<file path="src/rtl/regfile_sb_pkg.sv">
// ============================================================================
// regfile_sb_pkg : shared defaults and constants for the scoreboarded regfile
// Revision: 1.0
// ============================================================================
`default_nettype none

package regfile_sb_pkg;
    localparam int RF_XLEN_DEFAULT  = 32;
    localparam int RF_NREGS_DEFAULT = 16;
    localparam int RF_REG_ZERO      = 0;
    localparam int RF_RESET_VALUE   = 0;
endpackage

`default_nettype wire

</file>
<file path="src/rtl/rf_scoreboard.sv">
// ============================================================================
// rf_scoreboard : per-register busy bits with alloc-over-clear priority and
//                 a sticky error flag for writes to non-busy registers.
// Revision: 1.0
// ============================================================================
`default_nettype none

module rf_scoreboard
    import regfile_sb_pkg::*;
#(
    parameter int NREGS = RF_NREGS_DEFAULT,
    parameter int NWR   = 2,
    parameter int AW    = $clog2(NREGS)
) (
    input  logic              clk,
    input  logic              rst,
    input  logic              alloc_en,
    input  logic [AW-1:0]     alloc_addr,
    input  logic [NWR-1:0]    wr_en,
    input  logic [NWR*AW-1:0] wr_addr,
    output logic [NREGS-1:0]  busy,
    output logic              wb_err
);

    localparam logic [AW-1:0] c_zero_addr = AW'(RF_REG_ZERO);

    logic [NREGS-1:0] r_busy;
    logic             r_err;
    logic [NREGS-1:0] w_busy_nxt;
    logic             w_err_hit;
    logic [AW-1:0]    w_wr_addr [NWR];

    for (genvar g = 0; g < NWR; g++) begin : g_wr_addr
        assign w_wr_addr[g] = wr_addr[g*AW +: AW];
    end

    // Error is judged against the pre-edge busy state; an alloc to the same
    // register in the same cycle legitimises the write.
    always_comb begin
        w_busy_nxt = r_busy;
        w_err_hit  = 1'b0;
        for (int w = 0; w < NWR; w++) begin
            if (wr_en[w]) begin
                if (w_wr_addr[w] != c_zero_addr && !r_busy[w_wr_addr[w]] &&
                    !(alloc_en && alloc_addr == w_wr_addr[w])) begin
                    w_err_hit = 1'b1;
                end
                w_busy_nxt[w_wr_addr[w]] = 1'b0;
            end
        end
        if (alloc_en) begin
            w_busy_nxt[alloc_addr] = 1'b1;
        end
        w_busy_nxt[RF_REG_ZERO] = 1'b0;
    end

    always_ff @(posedge clk or negedge rst) begin
        if (!rst) begin
            r_busy <= '0;
            r_err  <= 1'b0;
        end else begin
            r_busy <= w_busy_nxt;
            r_err  <= r_err | w_err_hit;
        end
    end

    assign busy   = r_busy;
    assign wb_err = r_err;

endmodule

`default_nettype wire

</file>
<file path="src/rtl/regfile_sb.sv">
// ============================================================================
// regfile_sb : multi-port register file with write bypass and busy scoreboard
// Revision: 1.0
// ============================================================================
`default_nettype none

module regfile_sb
    import regfile_sb_pkg::*;
#(
    parameter int XLEN  = RF_XLEN_DEFAULT,
    parameter int NREGS = RF_NREGS_DEFAULT,
    parameter int NRD   = 2,
    parameter int NWR   = 2
) (
    input  logic                         clk,
    input  logic                         rst,
    input  logic [NRD*$clog2(NREGS)-1:0] rd_addr,
    output logic [NRD*XLEN-1:0]          rd_data,
    output logic [NRD-1:0]               rd_busy,
    input  logic [NWR-1:0]               wr_en,
    input  logic [NWR*$clog2(NREGS)-1:0] wr_addr,
    input  logic [NWR*XLEN-1:0]          wr_data,
    input  logic                         alloc_en,
    input  logic [$clog2(NREGS)-1:0]     alloc_addr,
    output logic                         wb_err
);

    localparam int AW = $clog2(NREGS);
    localparam logic [AW-1:0] c_zero_addr = AW'(RF_REG_ZERO);

    logic [XLEN-1:0]  r_regs [NREGS];
    logic [AW-1:0]    w_wr_addr [NWR];
    logic [XLEN-1:0]  w_wr_data [NWR];
    logic [NREGS-1:0] w_busy;

    for (genvar g = 0; g < NWR; g++) begin : g_wr_unpack
        assign w_wr_addr[g] = wr_addr[g*AW +: AW];
        assign w_wr_data[g] = wr_data[g*XLEN +: XLEN];
    end

    // Ascending port order: the last non-blocking assignment, i.e. the
    // highest-index port, wins a collision.
    always_ff @(posedge clk or negedge rst) begin
        if (!rst) begin
            for (int i = 0; i < NREGS; i++) begin
                r_regs[i] <= XLEN'(RF_RESET_VALUE);
            end
        end else begin
            for (int w = 0; w < NWR; w++) begin
                if (wr_en[w] && w_wr_addr[w] != c_zero_addr) begin
                    r_regs[w_wr_addr[w]] <= w_wr_data[w];
                end
            end
        end
    end

    for (genvar p = 0; p < NRD; p++) begin : g_rd
        logic [AW-1:0]   w_rd_addr;
        logic [XLEN-1:0] w_rd_val;

        assign w_rd_addr = rd_addr[p*AW +: AW];

        always_comb begin
            w_rd_val = r_regs[w_rd_addr];
            for (int w = 0; w < NWR; w++) begin
                if (wr_en[w] && w_wr_addr[w] == w_rd_addr) begin
                    w_rd_val = w_wr_data[w];
                end
            end
            if (w_rd_addr == c_zero_addr) begin
                w_rd_val = '0;
            end
        end

        assign rd_data[p*XLEN +: XLEN] = w_rd_val;
        assign rd_busy[p]              = w_busy[w_rd_addr];
    end

    rf_scoreboard #(
        .NREGS (NREGS),
        .NWR   (NWR),
        .AW    (AW)
    ) u_scoreboard (
        .clk        (clk),
        .rst        (rst),
        .alloc_en   (alloc_en),
        .alloc_addr (alloc_addr),
        .wr_en      (wr_en),
        .wr_addr    (wr_addr),
        .busy       (w_busy),
        .wb_err     (wb_err)
    );

endmodule

`default_nettype wire
</file>
<file path="config.mk">
export PLATFORM = sky130hd
export DESIGN_NAME = regfile_sb
export DESIGN_NICKNAME = d
export VERILOG_FILES = /design/src/rtl/regfile_sb_pkg.sv /design/src/rtl/rf_scoreboard.sv /design/src/rtl/regfile_sb.sv
export SDC_FILE = /design/constraint.sdc
export NUM_CORES = 2
export LEC_CHECK = 0
export BUFFER_PORTS_ARGS = -buffer_cell sky130_fd_sc_hd__buf_2
export CORE_ASPECT_RATIO = 1.5
export CORE_UTILIZATION = 66
export DETAILED_ROUTE_END_ITERATION = 16
export PLACE_DENSITY_LB_ADDON = 0.25
export SYNTH_ARGS = -nofsm -noshare
export SYNTH_HDL_FRONTEND = slang
export SYNTH_SLANG_ARGS = --single-unit
</file>
<file path="constraint.sdc">
create_clock -name clk -period 5 [get_ports clk]
set_clock_uncertainty 0.1 [all_clocks]
set_input_delay 0.75 -clock clk [delete_from_list [all_inputs] [get_ports clk]]
set_output_delay 0.75 -clock clk [all_outputs]
set_load 0.005 [all_outputs]
</file>
==> flow_metrics.env <==
export IMPL_status="completed"
export IMPL_rows=101
export IMPL_grt_pass1_wl_um=180000
export IMPL_area_growth_pct=6.80
export IMPL_cts_sinks=528
export IMPL_avgSynthCellArea_um2=10.1
export IMPL_grt_total_usage=0.458
export IMPL_r2r_slack_ns=3.44
export IMPL_yosysWarnings=0
export IMPL_crit_slowest_cell="o21ai_1"
export IMPL_arrival_ns=3.49
export IMPL_layout_commonest_cell="mux2i_1"
export IMPL_nets=3308
export IMPL_cts_root_buf="clkbuf_16"
export IMPL_yosys_area_share_adder=0
export IMPL_antenna_found_initial=5
export IMPL_r2r_cells=4
export IMPL_antenna_left=0
export IMPL_synth_area_um2=34300
export IMPL_clk_pin_slew_ns=0.06
export IMPL_cp_data_required_time_ns=4.15
export IMPL_hold_path_class="input pin to async pin"
export IMPL_synthMuxAreaShare=0.317
export IMPL_die_area_um2=52800
export IMPL_post_cts_buffers=0
export IMPL_cts_resized=0
export IMPL_worstReg2RegStart="u_scoreboard.busy[4]"
export IMPL_r2r_end="u_scoreboard.wb_err"
export IMPL_path_max_fanout=31
export IMPL_drc=0
export IMPL_synthDistinctLibCells=53
export IMPL_ctsLongestPathBuffers=3
export IMPL_yosys_area_share_xor_xnor=0.00614
export IMPL_worst_pin_slew_ns=1.25
export IMPL_synth_top_family_by_area="multiplexers"
export IMPL_setup_viol=0
export IMPL_drive_above_1_share=0.207
export IMPL_coreArea_um2=50900
export IMPL_cts_tree="built"
export IMPL_synth_net_count=3490
export IMPL_synth_compound_area_frac=0.148
export IMPL_cap_viol_max_count=0
export IMPL_die_width_um=188
export IMPL_whs_ns=0.0771
export IMPL_ys_ff_latch=528
export IMPL_fin_crit_sh=0.868
export IMPL_first_pass_iters=7
export IMPL_gp_congestion=0.928
export IMPL_drv_slew=0
export IMPL_critPathBufInv=4
export IMPL_critPathKind="input pin to output port"
export IMPL_cts_inserted_buffers=52
export IMPL_finalInstanceArea_um2=36600
export IMPL_setup_tns_ns=0
export IMPL_portBuffers=155
export IMPL_hold_viol=0
export IMPL_vias_per_cell=7.45
export IMPL_dp_hpwl_um=69000
export IMPL_path_depth=8
export IMPL_wl_um=120000
export IMPL_start_util=0.673
export IMPL_htree_levels=2
export IMPL_synth_main_ff_cell="dfrtp_1"
export IMPL_critPathLaunchType="input pin"
export IMPL_wl_per_cell_um=30.5
export IMPL_syn_inst=3401
export IMPL_startpoint="rd_addr[1]"
export IMPL_overflow=0
export IMPL_first_iter_violations=4125
export IMPL_crit_end="rd_data[21]"
export IMPL_fp_dieH_um=281
export IMPL_crit_top_cell="buf_4"
export IMPL_crit_chain="buf_4 -> buf_4 -> inv_2 -> nand2_1 -> o21ai_0 -> o21ai_1 -> a221o_1 -> buf_2"
export IMPL_synthArstFlopShare=1.00
export IMPL_finalCriticalPeriod_ns=4.34
export IMPL_ys_seq_area_frac=0.386
export IMPL_endpoint_kind="output port"
export IMPL_crit_family="buffers and inverters"
export IMPL_powerDensity_nw_per_um2=391
export IMPL_synthSimpleGateAreaFrac=0.0836
export IMPL_clkLatencyLatePin_ns=0.63
export IMPL_fmax_mhz=230
export IMPL_holdBufCountCts=0
export IMPL_vias=29300
export IMPL_rsz0062_at_grt="no"
export IMPL_synth_edf_count=0
export IMPL_first_global_vias=29800
export IMPL_p_total_uw=14300
export IMPL_place_area_um2=34800
export IMPL_io_pins=156
export IMPL_relSlewSlack=0.161
export IMPL_p_leak_uw=0.0152
export IMPL_vdd_drop_max_v=0.000291
export IMPL_grt_max_degree=118
export IMPL_slowest_delay_ns=0.61
export IMPL_n_fill_cell=3611
export IMPL_mostFrequentLayoutCells="mux2i_1, dfrtp_1, nor2_1"
==> cell usage after synthesis, drive strengths merged, types with 6 or more instances <==
library cell,instances,area (um^2)
and2,36,225
o22ai,83,526
xnor2,12,105
dfrtp,528,13200
and3,6,37.5
mux4,168,3780
o21ai,199,1000
clkbuf,261,980
buf,200,1070
nor3,36,180
a221o,64,641
nor2,391,1480
nor2b,8,50.1
nand3b,7,52.6
mux2i,539,5400
o31ai,18,135
o21a,32,240
mux2,148,1670
a21oi,371,1860
nand2,168,631
a22oi,46,385
nand3,13,65.1
xor2,12,105
a211oi,20,155
==> sequential cells by signal, indices dropped and copies added, names as in the netlist <==
name,count
r_regs,512
u_scoreboard.busy,15
u_scoreboard.wb_err,1
==> layout make-up <==
type	count	area [um^2]	area share
timing repair buffer	225	1490	0.0408
clock inverter	14	255	0.00698
tap	669	837	0.0229
sequential	528	13200	0.361
inverter	2	7.51	0.000205
multi-input combinational	2410	19200	0.526
antenna	3	7.51	0.000205
clock buffer	77	1540	0.0420
==> worst min path at each step <==
stage,startpoint,depth (start not counted),end
floorplan,r_regs[480],1,r_regs[480]
global placement,r_regs[491],0,r_regs[491]
detailed placement,r_regs[490],0,r_regs[490]
CTS,rst,1,r_regs[457]
global route,rst,1,r_regs[457]
finish,rst,1,r_regs[457]
==> worst register-to-register path, stage by stage (launching register included) <==
cell and delay [ns]:
dfrtp_1 0.44, nor2b_1 0.16, a2111oi_0 0.41, nor4b_1 0.10, o32ai_1 0.26
==> cell families after synthesis <==
family | Yosys count
mux | 855
simple gates | 684
xor+xnor | 24
compound gates | 847
flops | 528
buf+inv | 463
==> where the power goes <==
part | total, uW | internal (uW) | switching [uW]
sequential | 6190 | 5310 | 878
combinational | 3870 | 2020 | 1850
clock | 4260 | 2480 | 1780
total | 14300 | 9800 | 4510
==> per-stage QoR <==
stage | cells | util | worst slack (ns)
floorplan | 3401 | - | 1.83
global placement | 3834 | 0.683 | 0.886
detailed placement | 3834 | 0.683 | 0.830
CTS | 3925 | 0.718 | 0.824
global route | 3927 | 0.718 | 0.667
finish | 3928 | 0.718 | 0.658
==> layer usage <==
layer / wire (um) / up-vias / part of all wire / track usage
li1: - / 12000 / - / -
met1: 40000 / 14200 / 0.33 / 0.544
met2: 55100 / 2408 / 0.46 / 0.716
met3: 13900 / 718 / 0.12 / 0.112
met4: 10600 / 4 / 0.089 / 0.354
met5: 23 / - / 0.00019 / 0
Note: power is estimated with default switching activity, not from simulation.
